==> src/rtl/ppg_frontend_emulator.sv <==
// ppg_frontend_emulator: PPG analog front end model (photodiode, DC comp
// DAC, PGA, 8-bit ADC) answering the controller's LED/DC_Comp/PGA drive.
// Ports: CLK, rst_n (sync, active-low), LED_DRIVE[3:0], DC_Comp[6:0],
//        LED_RED, LED_IR, PGA_Gain[3:0] in; ADC[7:0], Settled out.
module ppg_frontend_emulator #(
    parameter logic [7:0] RED_DC     = 8'd200,
    parameter logic [7:0] IR_DC      = 8'd180,
    parameter logic [6:0] RED_AC     = 7'd8,
    parameter logic [6:0] IR_AC      = 7'd6,
    parameter int         PW         = 8,
    parameter int         DC_STEP    = 4,
    parameter logic [7:0] DARK_LVL   = 8'd16,
    parameter int         SETTLE_CYC = 4
) (
    input  logic       CLK,
    input  logic       rst_n,
    input  logic [3:0] LED_DRIVE,
    input  logic [6:0] DC_Comp,
    input  logic       LED_RED,
    input  logic       LED_IR,
    input  logic [3:0] PGA_Gain,
    output logic [7:0] ADC,
    output logic       Settled
);

    localparam int QUARTER = 1 << (PW - 2);
    localparam int CW      = (SETTLE_CYC > 1) ? $clog2(SETTLE_CYC) : 1;

    typedef enum logic [1:0] {
        SEL_DARK = 2'd0,
        SEL_RED  = 2'd1,
        SEL_IR   = 2'd2
    } sel_e;

    typedef enum logic [1:0] {
        ST_DARK   = 2'd0,
        ST_SETTLE = 2'd1,
        ST_TRACK  = 2'd2
    } state_e;

    sel_e                sel_w;
    sel_e                sel_q;
    state_e              state_q, state_d;
    logic [CW-1:0]       cnt_q, cnt_d;
    logic [PW-1:0]       ph_q;
    logic [PW-1:0]       tri_w;
    logic [7:0]          dc_ch;
    logic [6:0]          ac_ch;
    logic signed [15:0]  c_w, ac_w, dc_w, comp_w, acg_w;
    logic signed [15:0]  v_d, v_q;
    logic [7:0]          adc_d, adc_q;
    logic                settled_q;

    // Channel select: exactly one LED lit selects it, anything else is dark.
    always_comb begin
        sel_w = SEL_DARK;
        if (LED_RED && !LED_IR) begin
            sel_w = SEL_RED;
        end else if (LED_IR && !LED_RED) begin
            sel_w = SEL_IR;
        end
    end

    always_comb begin
        dc_ch = RED_DC;
        ac_ch = RED_AC;
        if (sel_w == SEL_IR) begin
            dc_ch = IR_DC;
            ac_ch = IR_AC;
        end
    end

    // Triangle wave from the phase counter; 2^PW-1-ph is simply ~ph.
    always_comb begin
        tri_w  = ph_q[PW-1] ? ~ph_q : ph_q;
        c_w    = $signed(16'(tri_w)) - $signed(16'(QUARTER));
        ac_w   = (c_w * $signed(16'(ac_ch))) >>> (PW - 2);
        dc_w   = $signed(16'((16'(dc_ch) * 16'(LED_DRIVE)) >> 3));
        comp_w = $signed(16'(16'(DC_Comp) * 16'(DC_STEP)));
        acg_w  = ((ac_w * $signed(16'(LED_DRIVE))) >>> 3)
                 * $signed(16'(PGA_Gain) + 16'd1);
        if (sel_w == SEL_DARK) begin
            v_d = $signed(16'(DARK_LVL)) - comp_w;
        end else begin
            v_d = dc_w - comp_w + acg_w;
        end
    end

    always_comb begin
        if (v_q[15]) begin
            adc_d = 8'd0;
        end else if (|v_q[14:8]) begin
            adc_d = 8'hFF;
        end else begin
            adc_d = v_q[7:0];
        end
    end

    // Next state: a new lit channel (re)starts the settle countdown.
    always_comb begin
        state_d = state_q;
        cnt_d   = cnt_q;
        if (sel_w == SEL_DARK) begin
            state_d = ST_DARK;
        end else if (sel_w != sel_q) begin
            state_d = ST_SETTLE;
            cnt_d   = CW'(SETTLE_CYC - 1);
        end else begin
            case (state_q)
                ST_SETTLE: begin
                    if (cnt_q == '0) begin
                        state_d = ST_TRACK;
                    end else begin
                        cnt_d = cnt_q - CW'(1);
                    end
                end
                default: state_d = state_q;
            endcase
        end
    end

    always_ff @(posedge CLK) begin
        if (!rst_n) begin
            state_q   <= ST_DARK;
            sel_q     <= SEL_DARK;
            cnt_q     <= '0;
            ph_q      <= '0;
            v_q       <= '0;
            adc_q     <= '0;
            settled_q <= 1'b0;
        end else begin
            state_q   <= state_d;
            sel_q     <= sel_w;
            cnt_q     <= cnt_d;
            ph_q      <= ph_q + PW'(1);
            v_q       <= v_d;
            settled_q <= (state_d == ST_TRACK);
            // ADC freezes while the optics settle.
            if (state_q != ST_SETTLE) begin
                adc_q <= adc_d;
            end
        end
    end

    assign ADC     = adc_q;
    assign Settled = settled_q;

endmodule

==> config.mk <==
export PLATFORM = sky130hd
export DESIGN_NAME = ppg_frontend_emulator
export DESIGN_NICKNAME = d
export VERILOG_FILES = /design/src/rtl/ppg_frontend_emulator.sv
export SDC_FILE = /design/constraint.sdc
export NUM_CORES = 1
export LEC_CHECK = 0
export CAP_MARGIN = 25
export CORE_ASPECT_RATIO = 1.5
export CORE_UTILIZATION = 39
export DETAILED_ROUTE_END_ITERATION = 8
export GPL_TIMING_DRIVEN = 0
export PLACE_DENSITY = 0.65
export SLEW_MARGIN = 20
export SYNTH_ARGS = -nofsm -noshare
export SYNTH_HDL_FRONTEND = slang
export SYNTH_SLANG_ARGS = --single-unit
==> constraint.sdc <==
create_clock -name CLK -period 39.9 [get_ports CLK]
set_clock_uncertainty 0.1 [all_clocks]
set_input_delay 9.975 -clock CLK [delete_from_list [all_inputs] [get_ports CLK]]
set_output_delay 9.975 -clock CLK [all_outputs]
set_load 0.02 [all_outputs]
==> impl_metrics.env <==
export IMPL_cts_setup_buffers=0
export IMPL_synthCells=865
export IMPL_clk_pin_slew_ps=50
export IMPL_io_buffers=27
export IMPL_chipHeight_um=168
export IMPL_slowest_stage="a2111oi_0"
export IMPL_drive_above_1_share=0.0311
export IMPL_nNetsFinal=1088
export IMPL_yosysUniqueCellTypes=61
export IMPL_drtAntennaViolNets=0
export IMPL_grt_pass1_vias=5671
export IMPL_synth_net_count=1053
export IMPL_hold_viol=0
export IMPL_rows=60
export IMPL_start_util=0.397
export IMPL_start_kind="input port"
export IMPL_cp_max_fo=10
export IMPL_worstHoldPathType="reg -> reg"
export IMPL_max_cap_viol_count=0
export IMPL_antenna_found_initial=0
export IMPL_place_congestion=0.784
export IMPL_rsz0062_at_grt="false"
export IMPL_critPathKind="in -> reg"
export IMPL_grt_max_degree=13
export IMPL_worst_slew_pin_slew_ps=881
export IMPL_synth_area_um2=7120
export IMPL_outcome="complete, but fails checks"
export IMPL_htreeDepth=2
export IMPL_critPathCaptureType="flop"
export IMPL_min_period_ps=21730
export IMPL_yosysWarnings=0
export IMPL_ys_seq_area_frac=0.110
export IMPL_synth_edff_count=0
export IMPL_cp_required_ps=39920
export IMPL_synth_seq_cells=39
export IMPL_cts_tree="done"
export IMPL_slowest_delay_ps=670
export IMPL_arrival_ps=21740
export IMPL_grt_usage=0.165
export IMPL_finalNonFillerCells=1118
export IMPL_synth_main_ff_cell="dfxtp_1"
export IMPL_wl_per_cell_um=13.2
export IMPL_cts_hold_buf=0
export IMPL_period_share=0.545
export IMPL_async_reset_ff_frac=0
export IMPL_die_w_um=112
export IMPL_clkLatencyLatePin_ps=290
export IMPL_max_slew_margin_rel=0.404
export IMPL_overflow=0
export IMPL_drtPass1Iterations=8
export IMPL_setup_viol=0
export IMPL_drt_iter0_markers=197
export IMPL_synthToLayoutAreaGrowth_pct=10.3
export IMPL_vias=5726
export IMPL_cts_buffer_depth=2
export IMPL_io_pins=28
export IMPL_wl_um=14800
export IMPL_violations="DRC"
export IMPL_coreArea_um2=17900
export IMPL_num_antenna_cells=0
export IMPL_nFillCells=1791
export IMPL_clock_sinks=39
export IMPL_fmax_mhz=46.0
export IMPL_die_area_um2=18800
export IMPL_drc=3
export IMPL_post_place_cells=1110
export IMPL_cts_buffers=5
export IMPL_avgSynthCellArea_um2=8.23
export IMPL_crit_top_cell="ha_1"
export IMPL_ctsResizeCount=0
export IMPL_clockRootBuffer="clkbuf_16"
export IMPL_avgViaCountPerCell=5.12
export IMPL_hpwl_um=12800
export IMPL_slew_violations=0
export IMPL_tns_ps=0
export IMPL_grt_pass1_wl_um=25400
-- kinds of logic after synthesis --
group	after synthesis	share of synthesized area
flip-flops	39	0.110
other	1	0.000526
multiplexers	20	0.0292
XOR/XNOR	63	0.0775
adder cells (fa/ha/maj)	169	0.365
buffers and inverters	154	0.0826
AO/OA/AOI/OAI	141	0.135
AND/OR/NAND/NOR	278	0.200
-- worst paths after layout --
check	startpoint	endpoint	slack (ps)	cells past startpoint
worst max-delay path	LED_IR	v_q[15]	18170	41
worst min-delay path	ADC[5]	ADC[5]	410	2
worst max register to register	ph_q[7]	v_q[15]	28570	37
worst min register to register	ADC[5]	ADC[5]	410	2
-- metal layers --
| layer | global-route usage | vias to the layer above | wire, µm |
|---|---|---|---|
| li1 | - | 2938 | - |
| met4 | 0.0661 | 0 | 408 |
| met5 | 0 | - | 0 |
| met2 | 0.329 | 57 | 8050 |
| met1 | 0.177 | 2712 | 6100 |
| met3 | 0.0109 | 19 | 224 |
-- sequential cells by signal, summed over array words and instances (netlist names) --
signal   cells
v_q         16
ADC          8
ph_q         8
cnt_q        2
sel_q        2
state_q      2
Settled      1
-- cell type report --
type | instances | area [µm²] | area share
Sequential cell | 39 | 781 | 0.0994
Timing Repair Buffer | 28 | 274 | 0.0349
Clock buffer | 6 | 129 | 0.0164
Multi-Input combinational cell | 672 | 5750 | 0.732
Tap cell | 217 | 272 | 0.0346
Buffer | 26 | 108 | 0.0137
Clock inverter | 2 | 60.1 | 0.00764
Inverter | 128 | 480 | 0.0611
-- worst max-delay path: cells and delay by family --
kind,cells,cell delay [ps]
buffers and inverters,8,1540
AND/OR/NAND/NOR,5,1150
adder cells (fa/ha/maj),13,4920
AO/OA/AOI/OAI,11,3190
multiplexers,2,530
XOR/XNOR,2,400
-- synth_stat cells (all sizes together), types with 15 or more instances --
cell type,count,area share
nand3,15,0.011
clkbuf,20,0.011
inv,128,0.067
nand2b,17,0.015
xor2,23,0.028
a21oi,38,0.027
o21ai,27,0.019
and2,38,0.033
fa,65,0.18
nor2,83,0.044
dfxtp,39,0.11
nor3,33,0.023
nor2b,20,0.018
nand2,33,0.017
ha,104,0.18
xnor2,40,0.049
-- cell usage in the layout, fill, tap and decap left out, drive strengths merged, types with 7 or more instances in the layout --
cell           netlist  layout
a21oi               38      38
xnor2               40      40
and3                 7       7
nor2b               20      20
or3                  8       8
a21o                14      14
dfxtp               39      39
inv                128     128
nor3                33      33
xor2                23      23
o211a                7       7
o21ai               27      27
fa                  65      65
nor2                83      83
nand2b              17      17
clkbuf              20      26
nand3               15      15
nand2               33      33
ha                 104     104
buf                  6       7
clkdlybuf4s50        0      27
and2                38      38
o21a                13      13
mux2i               14      14
-- stage by stage --
stage          hold WS [ps]  utilization  worst slack (ps)  cell area, µm²
6_report                409        0.438             18170            7860
5_1_grt                 437        0.438             17260            7860
4_1_cts                 412        0.438             18140            7860
3_5_place_dp            399        0.427             17860            7670
3_3_place_gp            386        0.427             17710            7660
2_1_floorplan           347            -             19470            7120
Power is left out: the tool's default activity adds up to more than one toggle a clock period on the data nets, which glitch-free logic cannot reach.
